### src/rtl/mem_access.sv
// Memory stage of the five-stage pipeline. Takes the execute->memory bus,
// runs loads and stores against the data RAM over a req/ack port, aligns
// and extends load data, flags misaligned accesses and forwards the
// memory->writeback bus.
// The pass-through field carries rf_wdest in [36:32] and pc in [31:0].
module mem_access (
    input  logic         clk,
    input  logic         resetn,
    input  logic         MEM_valid,
    input  logic [162:0] EXE_MEM_bus_r,
    input  logic         WB_allow_in,
    input  logic         cancel,
    output logic         MEM_over,
    output logic [124:0] MEM_WB_bus,
    output logic [4:0]   MEM_wdest,
    output logic [31:0]  MEM_pc,
    output logic         dm_req,
    output logic         dm_wr,
    output logic [31:0]  dm_addr,
    output logic [3:0]   dm_wstrb,
    output logic [31:0]  dm_wdata,
    input  logic [31:0]  dm_rdata,
    input  logic         dm_ack
);

    typedef enum logic [1:0] {
        IDLE,
        REQ,
        DONE
    } state_t;

    // Execute->memory bus fields
    logic [7:0]  memControl;
    logic [31:0] storeData;
    logic [31:0] exeResult;
    logic [90:0] passBus;
    logic        isLoad;
    logic        isStore;
    logic [1:0]  accessSize;
    logic        loadSign;
    logic        unusedReservedBits;

    assign memControl         = EXE_MEM_bus_r[162:155];
    assign storeData          = EXE_MEM_bus_r[154:123];
    assign exeResult          = EXE_MEM_bus_r[122:91];
    assign passBus            = EXE_MEM_bus_r[90:0];
    assign isLoad             = memControl[7];
    assign isStore            = memControl[6];
    assign accessSize         = memControl[5:4];
    assign loadSign           = memControl[3];
    assign unusedReservedBits = ^memControl[2:0];

    // Alignment check; a misaligned op never reaches the RAM and its
    // exe_result doubles as BadVAddr on the writeback bus.
    logic misaligned;
    logic adel;
    logic ades;
    logic startReq;

    assign misaligned = ((accessSize == 2'b01) && exeResult[0]) ||
                        ((accessSize == 2'b10) && (exeResult[1:0] != 2'b00));
    assign adel       = isLoad & misaligned;
    assign ades       = isStore & misaligned;
    assign startReq   = MEM_valid & (isLoad | isStore) & ~misaligned & ~cancel;

    // Registered state and RAM-side outputs
    state_t      state_q;
    logic        dmReq_q;
    logic        dmWr_q;
    logic [31:0] dmAddr_q;
    logic [3:0]  dmWstrb_q;
    logic [31:0] dmWdata_q;
    logic [31:0] rdata_q;
    logic [1:0]  ldLane_q;
    logic [1:0]  ldSize_q;
    logic        ldSign_q;
    logic        ldIsLoad_q;
    logic        cancelled_q;

    // Next values for the store strobes/data and the aligned load word
    logic [3:0]  wstrb_d;
    logic [31:0] wdata_d;
    logic [31:0] loadData_d;

    // Store lane strobes and lane-replicated write data for the current op
    always_comb begin
        wstrb_d = 4'b0000;
        wdata_d = storeData;
        case (accessSize)
            2'b00: begin
                wstrb_d = 4'b0001 << exeResult[1:0];
                wdata_d = {4{storeData[7:0]}};
            end
            2'b01: begin
                wstrb_d = exeResult[1] ? 4'b1100 : 4'b0011;
                wdata_d = {2{storeData[15:0]}};
            end
            default: begin
                wstrb_d = 4'b1111;
                wdata_d = storeData;
            end
        endcase
        if (!isStore) begin
            wstrb_d = 4'b0000;
        end
    end

    // Pick the addressed lane out of the returned word and extend it,
    // using the access shape latched when the request went out
    always_comb begin
        logic [7:0]  byteLane;
        logic [15:0] halfLane;
        byteLane = dm_rdata[7:0];
        case (ldLane_q)
            2'd0:    byteLane = dm_rdata[7:0];
            2'd1:    byteLane = dm_rdata[15:8];
            2'd2:    byteLane = dm_rdata[23:16];
            default: byteLane = dm_rdata[31:24];
        endcase
        halfLane = ldLane_q[1] ? dm_rdata[31:16] : dm_rdata[15:0];
        case (ldSize_q)
            2'b00:   loadData_d = ldSign_q ? {{24{byteLane[7]}}, byteLane} : {24'd0, byteLane};
            2'b01:   loadData_d = ldSign_q ? {{16{halfLane[15]}}, halfLane} : {16'd0, halfLane};
            default: loadData_d = dm_rdata;
        endcase
    end

    // Request FSM: issue once, hold the request until ack, then present the result
    always_ff @(posedge clk or negedge resetn) begin
        if (!resetn) begin
            state_q     <= IDLE;
            dmReq_q     <= 1'b0;
            dmWr_q      <= 1'b0;
            dmAddr_q    <= 32'd0;
            dmWstrb_q   <= 4'd0;
            dmWdata_q   <= 32'd0;
            rdata_q     <= 32'd0;
            ldLane_q    <= 2'd0;
            ldSize_q    <= 2'd0;
            ldSign_q    <= 1'b0;
            ldIsLoad_q  <= 1'b0;
            cancelled_q <= 1'b0;
        end else begin
            case (state_q)
                IDLE: begin
                    if (startReq) begin
                        dmReq_q     <= 1'b1;
                        dmWr_q      <= isStore;
                        dmAddr_q    <= {exeResult[31:2], 2'b00};
                        dmWstrb_q   <= wstrb_d;
                        dmWdata_q   <= wdata_d;
                        ldLane_q    <= exeResult[1:0];
                        ldSize_q    <= accessSize;
                        ldSign_q    <= loadSign;
                        ldIsLoad_q  <= isLoad;
                        cancelled_q <= 1'b0;
                        state_q     <= REQ;
                    end
                end
                REQ: begin
                    if (cancel) begin
                        cancelled_q <= 1'b1;
                    end
                    if (dm_ack) begin
                        dmReq_q <= 1'b0;
                        rdata_q <= loadData_d;
                        state_q <= (cancel || cancelled_q) ? IDLE : DONE;
                    end
                end
                DONE: begin
                    if (cancel || WB_allow_in) begin
                        state_q <= IDLE;
                    end
                end
                default: begin
                    state_q <= IDLE;
                end
            endcase
        end
    end

    // Completion flag and result select for the writeback bus
    logic        memOver;
    logic [31:0] memResult;

    always_comb begin
        memOver   = 1'b0;
        memResult = exeResult;
        case (state_q)
            IDLE: memOver = MEM_valid & ~cancel & ~startReq;
            REQ:  memOver = 1'b0;
            DONE: begin
                memOver   = ~cancel;
                memResult = ldIsLoad_q ? rdata_q : exeResult;
            end
            default: memOver = 1'b0;
        endcase
    end

    assign MEM_over   = memOver;
    assign MEM_WB_bus = {memResult, adel, ades, passBus};
    assign MEM_wdest  = passBus[36:32] & {5{MEM_valid}};
    assign MEM_pc     = passBus[31:0];

    assign dm_req   = dmReq_q;
    assign dm_wr    = dmWr_q;
    assign dm_addr  = dmAddr_q;
    assign dm_wstrb = dmWstrb_q;
    assign dm_wdata = dmWdata_q;

endmodule

### config.mk
export PLATFORM = sky130hd
export DESIGN_NAME = mem_access
export DESIGN_NICKNAME = d
export VERILOG_FILES = /design/src/rtl/mem_access.sv
export SDC_FILE = /design/constraint.sdc
export NUM_CORES = 1
export LEC_CHECK = 0
export CAP_MARGIN = 20
export CORE_AREA = 4 4 168 170
export DETAILED_ROUTE_END_ITERATION = 10
export DIE_AREA = 0 0 172 174
export SKIP_CTS_REPAIR_TIMING = 1
export SYNTH_ARGS = -nofsm -noshare
export SYNTH_HDL_FRONTEND = slang
export SYNTH_SLANG_ARGS = --single-unit
### constraint.sdc
create_clock -name clk -period 4.59 [get_ports clk]
set_clock_uncertainty 0.05 [all_clocks]
set_input_delay 0.918 -clock clk [delete_from_list [all_inputs] [get_ports clk]]
set_output_delay 0.918 -clock clk [all_outputs]
set_load 0.01 [all_outputs]
==> flow_summary.toml <==
[cells_and_area]
final_layout_size_suffix_gt1_share_pct = 15.5
register_area_sq_um = 2730
stdcell_count = 1032
finalNetCount = 886
area_growth_pct = 30.0
utilization_pct = 31.4
layout_commonest_cell = "clkdlybuf4s50_1"
fillers = 2747
final_cell_mix = "223 x clkdlybuf4s50_1, 109 x dfrtp_1, 78 x mux2_2"
multi_input_area_sq_um = 2580

[yosys]
netlist_area_sq_um = 6450
synth.distinct_cells = 39
avgSynthCellArea_sq_um = 10.8
syn-instance-count = 599
ys_seq_area_share_pct = 42.3
synth_warnings = 0
ys_ff_latch = 109

[critical_path]
path_max_fanout = 7
start_kind = "input port"
cp_data_required_time_ps = 3620
critical_path_class = "input port to output port"
reg2reg_slack_ps = 2240
worstSetupEndpointType = "output port"
crit_arrival_ps = 2690
reg2reg_depth = 3

[route]
routedWlPerCell_um = 18.7
viasPerCell = 4.41
drc = 0
num_vias = 4551
routed_wl_um = 19300
dr.pass1.iters = 4
antenna_left = 0
drtIter0Drc = 131

[grt]
grt_pass1_vias = 4727
grt_pass1_wl_um = 29000
grt-ovfl-total = 0
grt_antenna_before_repair = 4
track_usage_pct = 12.6
grt_max_degree = 110

[sta]
slew_viol_final = 0
worst_pin_slew_ps = 861
max_freq_mhz = 273
tns_ps = 0
fin_crit_sh_pct = 79.7
hold_violations = 0
min_period_ps = 3660
fin_hold_ws_ps = 428
slew_headroom_pct = 42.4
rsz0062_at_grt = "false"
setup_viol = 0

[power]
p_sw_share_pct = 32.3
powerDensity_nw_per_um2 = 423
p_leak_uw = 0.00344
pwr-share-clk_pct = 21.5
p_comb_share_pct = 35.7
vdd_ir_drop_max_uv = 154
power.net_switching_uw = 1150
power_uw = 3540
intPower_uw = 2400
p_seq_share_pct = 42.8

[cts]
cts.sinks = 109
clkTransAtPathRegs_ps = 70
worstSkewPairLatency_ps = 350
root_buffer = "clkbuf_16"
cts_tree = "done"
numCtsBuffers = 9
clock_path_buffers = 2
htree_levels = 3

[floorplanning]
io_pins = 434
die_y_um = 174
row_count = 60
initial_core_util_pct = 24.1
dieArea_sq_um = 29900
core_area_sq_um = 26700
chipWidth_um = 172

[placed_design]
hpwlAfterDp_um = 14000
dp.cells = 1014
port_buffers = 224
place_congestion = 0.721

[min_path]
hp-class = "register to register"
hold_depth = 1

[run]
maxCapViolations = 0

[outcome]
outcome = "complete, no violations"
worst max-delay path, stage by stage:
cell	delay, ps
clkdlybuf4s50_1	600
o21ai_1	120
o21ai_2	270
o221a_2	240
clkdlybuf4s50_1	530
area by class of cell:
type,instances,area share [%]
sequential,109,32.5
timing repair buffer,233,28.0
clock inverter,6,0.552
inverter,7,0.313
tap,341,5.09
multi-input combinational,325,30.8
clock buffer,10,2.73
antenna,1,0.0299
power groups by stage:
stage | sequential [uW] | clock [uW] | combinational [uW]
2_1_floorplan | 1540 | 0 | 642
3_3_place_gp | 1540 | 0 | 1270
3_5_place_dp | 1550 | 0 | 1280
4_1_cts | 1530 | 795 | 1280
5_1_grt | 1570 | 838 | 1380
6_report | 1520 | 762 | 1260
registers in the layout, indices dropped and copies added, names as in the netlist, 2 cells and up:
signal,count
ldSize_q,2
dm_wdata,32
dm_wstrb,4
state_q,2
ldLane_q,2
rdata_q,32
dm_addr,30
path summary, 6_finish.rpt:
check / to / startpoint
worst max-delay path: MEM_over / EXE_MEM_bus_r[92]
worst min-delay path: dm_req$_DFFE_PN0P_ / dm_req$_DFFE_PN0P_
worst max register to register: rdata_q[19]$_DFFE_PN0P_ / ldLane_q[1]$_DFFE_PN0P_
worst min register to register: dm_req$_DFFE_PN0P_ / dm_req$_DFFE_PN0P_
max in group asynchronous: rdata_q[8]$_DFFE_PN0P_ / resetn
min in group asynchronous: dm_wdata[21]$_DFFE_PN0P_ / resetn
Yosys cell counts:
library cell	number	area (sq um)
buf_4	128	961
mux2i_1	15	150
and2_1	8	50.1
nand2_1	36	135
nor2_1	19	71.3
nand2b_1	2	12.5
dfrtp_1	109	2730
o21ai_0	13	65.1
a311oi_1	6	52.6
a221oi_1	9	78.8
nor4_1	2	12.5
o31ai_1	6	45.0
clkinv_1	1	3.75
nand3_1	32	160
o21bai_1	1	7.51
o22ai_1	6	37.5
o21ai_2	1	8.76
a32oi_1	1	8.76
a21oi_1	9	45.0
a22o_1	3	26.3
o221a_2	1	11.3
buf_6	4	45.0
clkbuf_1	12	45.0
inv_1	6	22.5
mux2_1	40	450
nor2b_1	11	68.8
nand4_1	1	6.26
buf_1	3	11.3
mux2_2	78	878
a31oi_1	1	6.26
a21o_1	14	105
nor3_2	1	10.0
and2b_1	1	7.51
mux4_2	1	22.5
a211oi_1	1	7.51
conb_1	1	3.75
buf_2	12	60.1
o21ai_1	2	10.0
nand3b_1	2	15.0
through the flow:
step           worst slack (ps)  cell area, sq um
2_1_floorplan              2200              6450
3_3_place_gp                931              8100
3_5_place_dp                931              8100
4_1_cts                     866              8370
5_1_grt                     824              8380
6_report                    932              8380
metal layers:
metal  track usage, %  wire length (um)
met5                0                47
met4             5.01               531
met1             16.3              8380
met3             3.80              1480
met2             19.7              8830
cells by family after synthesis:
| group | Yosys count | synth area share [%] |
|---|---|---|
| buffers and inverters | 166 | 17.8 |
| AOI/OAI and AO/OA | 74 | 8.00 |
| muxes | 134 | 23.3 |
| other | 1 | 0.0582 |
| DFF | 109 | 42.3 |
| and+or+nand+nor | 115 | 8.52 |
(Power assumes the default switching activity.)
